File: config.mk
export PLATFORM = sky130hd
export DESIGN_NAME = tt_um_serial_subtractor
export DESIGN_NICKNAME = d
export VERILOG_FILES = /design/src/rtl/tt_um_serial_subtractor.sv
export SDC_FILE = /design/constraint.sdc
export NUM_CORES = 1
export LEC_CHECK = 0
export ABC_CLOCK_PERIOD_IN_PS = 3300
export CAP_MARGIN = 0
export CORE_UTILIZATION = 28
export DETAILED_ROUTE_END_ITERATION = 7
export HOLD_SLACK_MARGIN = 0.02
export SLEW_MARGIN = 20
export SYNTH_ARGS = -nofsm -noshare
export SYNTH_HDL_FRONTEND = slang
export SYNTH_SLANG_ARGS = --single-unit
File: constraint.sdc
create_clock -name clk -period 3.3 [get_ports clk]
set_input_delay 0.66 -clock clk [delete_from_list [all_inputs] [get_ports clk]]
set_output_delay 0.66 -clock clk [all_outputs]
set_load 0.05 [all_outputs]
File: src/rtl/tt_um_serial_subtractor.sv
// Bit-serial 4-bit subtractor tile: computes A - B - Bin one bit per clock,
// LSB first, through a single full-subtractor cell and a borrow register,
// then holds the difference and borrow-out for HOLD_CYCLES cycles.
module tt_um_serial_subtractor #(
  parameter int HOLD_CYCLES = 1000
) (
  input  logic [7:0] ui_in,
  output logic [7:0] uo_out,
  input  logic [7:0] uio_in,
  output logic [7:0] uio_out,
  output logic [7:0] uio_oe,
  input  logic       ena,
  input  logic       clk,
  input  logic       rst_n
);

  typedef enum logic [1:0] {
    IDLE  = 2'd0,
    SHIFT = 2'd1,
    HOLD  = 2'd2
  } state_t;

  localparam logic [9:0] HOLD_LAST = 10'(HOLD_CYCLES - 1);

  state_t     state;
  state_t     next_state;
  logic       start_q;
  logic       start_edge;
  logic [3:0] a_sr;
  logic [3:0] b_sr;
  logic       br;
  logic [1:0] bit_cnt;
  logic [3:0] res_sr;
  logic [3:0] d_q;
  logic       bout_q;
  logic [9:0] hold_cnt;

  logic       load;
  logic       shift_en;
  logic       finish;
  logic       clear;
  logic       hold_inc;
  logic       diff_bit;
  logic       br_next;
  logic       last_bit;
  logic       hold_last;
  logic       unused_pins;

  // uio_in[7:2] carry no function on this tile.
  assign unused_pins = &{1'b0, uio_in[7:2]};

  // Full-subtractor cell on the current LSBs plus the end-of-operation tests.
  assign start_edge = uio_in[0] & ~start_q;
  assign diff_bit   = a_sr[0] ^ b_sr[0] ^ br;
  assign br_next    = (~a_sr[0] & b_sr[0]) | (~(a_sr[0] ^ b_sr[0]) & br);
  assign last_bit   = (bit_cnt == 2'd3);
  assign hold_last  = (hold_cnt == HOLD_LAST);

  // Next-state and datapath control; a start edge in HOLD restarts the operation.
  always_comb begin
    next_state = state;
    load       = 1'b0;
    shift_en   = 1'b0;
    finish     = 1'b0;
    clear      = 1'b0;
    hold_inc   = 1'b0;
    case (state)
      IDLE: begin
        if (start_edge) begin
          load       = 1'b1;
          next_state = SHIFT;
        end
      end
      SHIFT: begin
        shift_en = 1'b1;
        if (last_bit) begin
          finish     = 1'b1;
          next_state = HOLD;
        end
      end
      HOLD: begin
        if (start_edge) begin
          load       = 1'b1;
          next_state = SHIFT;
        end else if (hold_last) begin
          clear      = 1'b1;
          next_state = IDLE;
        end else begin
          hold_inc = 1'b1;
        end
      end
      default: next_state = IDLE;
    endcase
  end

  // State register; ena low freezes the machine.
  always_ff @(posedge clk or negedge rst_n) begin
    if (!rst_n) begin
      state <= IDLE;
    end else if (ena) begin
      state <= next_state;
    end
  end

  // Previous start level for rising-edge detection, sampled every enabled cycle.
  always_ff @(posedge clk or negedge rst_n) begin
    if (!rst_n) begin
      start_q <= 1'b0;
    end else if (ena) begin
      start_q <= uio_in[0];
    end
  end

  // Operand shift registers, borrow register, bit counter and partial result.
  always_ff @(posedge clk or negedge rst_n) begin
    if (!rst_n) begin
      a_sr    <= 4'd0;
      b_sr    <= 4'd0;
      br      <= 1'b0;
      bit_cnt <= 2'd0;
      res_sr  <= 4'd0;
    end else if (ena) begin
      if (load) begin
        a_sr    <= ui_in[7:4];
        b_sr    <= ui_in[3:0];
        br      <= uio_in[1];
        bit_cnt <= 2'd0;
        res_sr  <= 4'd0;
      end else if (shift_en) begin
        a_sr    <= {1'b0, a_sr[3:1]};
        b_sr    <= {1'b0, b_sr[3:1]};
        br      <= br_next;
        bit_cnt <= bit_cnt + 2'd1;
        res_sr  <= {diff_bit, res_sr[3:1]};
      end
    end
  end

  // Visible result and hold timer; the old result stays up across a restart.
  always_ff @(posedge clk or negedge rst_n) begin
    if (!rst_n) begin
      d_q      <= 4'd0;
      bout_q   <= 1'b0;
      hold_cnt <= 10'd0;
    end else if (ena) begin
      if (finish) begin
        d_q      <= {diff_bit, res_sr[3:1]};
        bout_q   <= br_next;
        hold_cnt <= 10'd0;
      end else if (clear) begin
        d_q    <= 4'd0;
        bout_q <= 1'b0;
      end else if (hold_inc) begin
        hold_cnt <= hold_cnt + 10'd1;
      end
    end
  end

  assign uo_out  = {3'b000, bout_q, d_q};
  assign uio_out = {4'b0000, (state == HOLD), (state == SHIFT), 2'b00};
  assign uio_oe  = 8'b1111_1100;

endmodule

==> impl_metrics.toml, run 1 <==
[global_route]
grtUsageTotal = 0.1147
grt_pass1_wl_mm = 5.809
antenna_found_initial = 0
grt_max_degree = 33
grt_pass1_vias = 1238
grt_overflow = 0

[yosys]
netlist_area_mm2 = 0.001817
yosysSeqAreaShare = 0.4408
synth-seq-cells = 32
yosysWarnings = 0
synth_edf_count = 0
yosys.area.top_type = "dfrtp_1"
synth_top_area_frac = 0.4408
synth_flop_cell = "dfrtp_1"
syn-instance-count = 174
ys_async_sr_fraction = 1.000
syn_avg_cell_area_um2 = 10.44
synth_area_leaders = "dfrtp_1, buf_4, mux2i_1"
synthDistinctLibCells = 40

[clock_network]
clockBufferDepth = 2
cts.sinks = 32
cts_setup_buffers = 0
ctsResizeCount = 0
cts_max_level = 2
clk_pin_slew_ns = 0.07
cts_root_buf = "clkbuf_8"
clock_latency_ns = 0.29
cts_tree = "yes"
cts_buffers = 5
cts_hold_buffers = 0

[final_layout]
drive_gt1_frac = 0.1237
final_cell_mix = "dfrtp_1, nand2_1, clkdlybuf4s50_1"
nFillCells = 624
nets = 215
final_core_util = 0.3485
multi_input_area_um2 = 864.6
postLayoutCellArea_mm2 = 0.002125
final_cells = 269
seq_area_um2 = 800.8
area_growth_pct = 16.94
layout_commonest_cell = "dfrtp_1"
diodes = 0

[timing]
skew_ns = 0.005912
finalCritPeriodShare = 0.7855
worst_pin_slew_ns = 0.8363
slew_violations = 0
finalSetupViolCount = 0
worst_slew_margin_rel = 0.4383
setup_tns_ns = 0
rsz0062_at_grt = "false"
worst_hold_slack_ns = 0.4825
hold_viol = 0
fin_ws_ns = 0.7078
max_freq_mhz = 385.8
min_period_ns = 2.592

[run_status]
outcome = "finished, final reports clean"

[setup_path]
r2r_cells = 5
required_ns = 2.64
end_kind = "output port"
crit_fanout = 9
ff2ff_setup_slack_ns = 1.17
rr_startpoint = "hold_cnt[0]$_DFFE_PN0P_"
start_kind = "register"
critPathArrivalTime_ns = 1.93
worstReg2RegEnd = "hold_cnt[0]$_DFFE_PN0P_"
crit_type = "reg -> out"

[power_and_ir_drop]
p_per_area_mw_per_mm2 = 748.1
power_mw = 1.589
max-vdd-ir-drop_mv = 0.3956
power.static_leakage_nw = 0.8905

[floorplanning]
die_area_mm2 = 0.006815
initial_core_util = 0.2980
fp-row-count = 28
ios = 43
core_mm2 = 0.006096
die_x_um = 82.55
dieHeight_um = 82.55

[route]
ant_nets = 0
drt_first_pass_iters = 4
wire_per_inst_um = 12.15
viasPerCell = 4.662
wl_mm = 3.269
drcViolationCount = 0
drt_iter0_drc = 66
num_vias = 1254

[place]
io_buffers = 19
gp_congestion = 0.7482
placed_cells = 261
dp_hpwl_mm = 2.316
place_ws_ns = 0.7280
place_area_mm2 = 0.002013

[hold_path]
min_from = "b_sr[1]$_DFFE_PN0P_"
hold_end = "b_sr[1]$_DFFE_PN0P_"
min_path_cells = 2
hold_path_class = "reg -> reg"

[flow_run]
maxCapViolations = 0
## logic make-up (layout without fill, tap and decap cells)
| kind of cell | count (synthesis) | after routing | synth area share |
|---|---|---|---|
| AO/OA/AOI/OAI | 41 | 41 | 0.1894 |
| adder cells (fa/ha/maj) | 3 | 3 | 0.02479 |
| AND/OR/NAND/NOR | 48 | 48 | 0.1398 |
| other | 2 | 17 | 0.004134 |
| multiplexers | 15 | 15 | 0.08402 |
| buffers and inverters | 33 | 38 | 0.1171 |
| flip-flops | 32 | 32 | 0.4408 |
## critical path, stage by stage, from the launching register on
cell and delay, ns:
dfrtp_1 0.51, nor2b_1 0.17, buf_4 0.15, clkdlybuf4s50_1 0.81
## cells in the mapped netlist (3+ instances only)
library cell	number
nor2_1	3
dfrtp_1	32
o21ai_0	4
or2_1	6
buf_2	5
mux2i_1	13
nand3_1	4
nand2_1	23
a32o_1	3
o21ai_1	12
buf_4	20
inv_1	5
a22o_1	7
a211oi_1	3
## flip-flops by register name, indices dropped and copies added (netlist names)
name	flops
hold_cnt	10
a_sr	4
b_sr	4
d_q	4
res_sr	3
bit_cnt	2
state	2
bout_q	1
br	1
start_q	1
## power breakdown
group,internal (mW),switching (mW),total (mW)
clock,0.223,0.151,0.374
combinational,0.241,0.371,0.612
sequential,0.508,0.0945,0.603
## how the worst max path moves through the flow
| stage | depth (start not counted) | endpoint | from | slack (ns) |
|---|---|---|---|---|
| final | 3 | uio_out[2] | state[0]$_DFFE_PN0P_ | 0.71 |
| after global routing | 3 | uio_out[2] | state[0]$_DFFE_PN0P_ | 0.59 |
| after CTS | 3 | uio_out[2] | state[0]$_DFFE_PN0P_ | 0.67 |
| after detailed placement | 5 | hold_cnt[8]$_DFFE_PN0P_ | ena | 0.73 |
| after global placement | 5 | hold_cnt[8]$_DFFE_PN0P_ | ena | 0.76 |
| after floorplan | 5 | hold_cnt[8]$_DFFE_PN0P_ | state[0]$_DFFE_PN0P_ | 1.37 |
## cell type report
| class | count | area share |
|---|---|---|
| Timing Repair Buffer | 25 | 0.1107 |
| Multi-Input combinational cell | 124 | 0.4069 |
| Clock inverter | 3 | 0.02002 |
| Sequential cell | 32 | 0.3769 |
| Inverter | 5 | 0.008834 |
| Clock buffer | 5 | 0.03239 |
| Tap cell | 75 | 0.04417 |
## metal layers
layer,wire [um],global-route usage,vias to the layer above
li1,-,-,624
met1,1668,0.1507,594
met2,1413,0.1736,29
met3,107,0.02637,7
met4,80,0.06207,0
met5,0,0,-
Note: power is estimated with default switching activity, not from simulation.
==> run 2: changes to the inputs <==
- ABC_CLOCK_PERIOD_IN_PS: 3300 -> 2280
- clock period: 3.3 -> 2.28 ns (I/O delays scaled with it)
==> run 2 against run 1 <==
  * Worst setup slack lost 0.33 ns
  * Power grew 42%
  * Sequential power grew 45%
  * First-iteration DRC count shrank 4.5%
  * Clock power grew 20%
  * Utilization grew 0.43 points
  * Clock skew grew 0.00098 ns
  * Sequential share of layout area shrank 0.46 points
  * Count of clock-buffer cells in the layout grew 1
  * Largest cell class unchanged
  * Combinational power grew 52%
  * Die area is the same
==> impl_metrics.toml, run 2 (synthesis results as in run 1) <==
[run_status]
outcome = "finished, final reports clean"

[setup_path]
ff2ff_setup_slack_ns = 0.49
end_kind = "output port"
rr_startpoint = "bit_cnt[0]$_DFFE_PN0P_"
startpoint = "d_q[3]$_DFFE_PN0P_"
start_kind = "register"
crit_type = "reg -> out"
crit_path_max_incr_delay_ns = 0.80
critPathTopFamily = "buffers and inverters"
crit_fanout = 2
crit_buf_inv = 1
critPathSlowestCell = "clkdlybuf4s50_1"
path_cells = "clkdlybuf4s50_1"
critPathArrivalTime_ns = 1.44
required_ns = 1.82

[global_route]
grt_pass1_wl_mm = 5.789
grt_pass1_vias = 1234
grtUsageTotal = 0.1156
grt_overflow = 0
grt_max_degree = 33
antenna_found_initial = 0

[place]
io_buffers = 19
dp_hpwl_mm = 2.479
place_ws_ns = 0.1113
gp_congestion = 0.7426
placed_cells = 266

[floorplanning]
initial_core_util = 0.2980
ios = 43
die_area_mm2 = 0.006815
die_x_um = 82.55
fp-row-count = 28
core_mm2 = 0.006096
dieHeight_um = 82.55

[clock_network]
cts_root_buf = "clkbuf_8"
cts_setup_buffers = 0
clk_pin_slew_ns = 0.07
clockBufferDepth = 2
cts_max_level = 2
clock_latency_ns = 0.28
cts.sinks = 32
cts_tree = "yes"
cts_hold_buffers = 0
ctsResizeCount = 0
cts_buffers = 5

[power_and_ir_drop]
power.static_leakage_nw = 0.9203
p_per_area_mw_per_mm2 = 1050
max-vdd-ir-drop_mv = 0.6251
power_mw = 2.259

[hold_path]
min_from = "a_sr[2]$_DFFE_PN0P_"
hold_path_class = "reg -> reg"

[final_layout]
layout_commonest_cell = "dfrtp_1"
largest_reg_flops = 10
final_cell_mix = "dfrtp_1, nand2_1, conb_1, clkdlybuf4s50_1, mux2i_1"
drive_gt1_frac = 0.1558
area_growth_pct = 18.39
multi_input_area_um2 = 864.6
nFillCells = 624
nets = 220
final_cells = 274
diodes = 0
seq_area_um2 = 800.8
largest_register = "hold_cnt"

[route]
drt_iter0_drc = 63
drt_first_pass_iters = 4
drcViolationCount = 0
num_vias = 1276
viasPerCell = 4.657
ant_nets = 0
wire_per_inst_um = 12.49
wl_mm = 3.423

[timing]
hold_viol = 0
finalCritPeriodShare = 0.8329
fin_ws_ns = 0.3809
rsz0062_at_grt = "false"
finalSetupViolCount = 0
min_period_ns = 1.899
skew_ns = 0.006893
setup_tns_ns = 0
worst_hold_slack_ns = 0.4807
max_freq_mhz = 526.6
slew_violations = 0

[flow_run]
maxCapViolations = 0
[run 2: final timing paths]
| check | cells after the start | end |
|---|---|---|
| setup / recovery | 1 | uo_out[3] |
| min in group asynchronous | 2 | a_sr[3]$_DFFE_PN0P_ |
| setup reg to reg | 5 | hold_cnt[0]$_DFFE_PN0P_ |
| hold / removal | 2 | a_sr[2]$_DFFE_PN0P_ |
| max in group asynchronous | 2 | d_q[3]$_DFFE_PN0P_ |
| hold reg to reg | 2 | a_sr[2]$_DFFE_PN0P_ |
[run 2: where the power goes]
part | leakage (nW) | switching (mW) | internal (mW)
clock | 0.0510 | 0.209 | 0.241
combinational | 0.454 | 0.551 | 0.382
sequential | 0.416 | 0.140 | 0.736
total | 0.920 | 0.900 | 1.36
[run 2: area by class of cell]
| class | count | share of cell area |
|---|---|---|
| Multi-Input combinational cell | 124 | 0.4020 |
| Sequential cell | 32 | 0.3723 |
| Timing Repair Buffer | 30 | 0.1303 |
| Tap cell | 75 | 0.04363 |
| Clock buffer | 6 | 0.03839 |
| Inverter | 5 | 0.008726 |
| Clock inverter | 2 | 0.004654 |
[run 2: layer usage]
layer | part of all wire | vias up | wire (um) | track usage
met4 | 0.011 | 0 | 39 | 0.03966
met3 | 0.042 | 4 | 143 | 0.03846
met1 | 0.49 | 608 | 1678 | 0.1499
met2 | 0.46 | 30 | 1561 | 0.1793
li1 | - | 634 | - | -
met5 | 0 | - | 0 | 0
[run 2: metrics by stage]
stage	area, um^2	util
after floorplan	1873	-
after global placement	2058	0.3376
after detailed placement	2058	0.3376
after CTS	2151	0.3528
after global routing	2151	0.3528
final	2151	0.3528
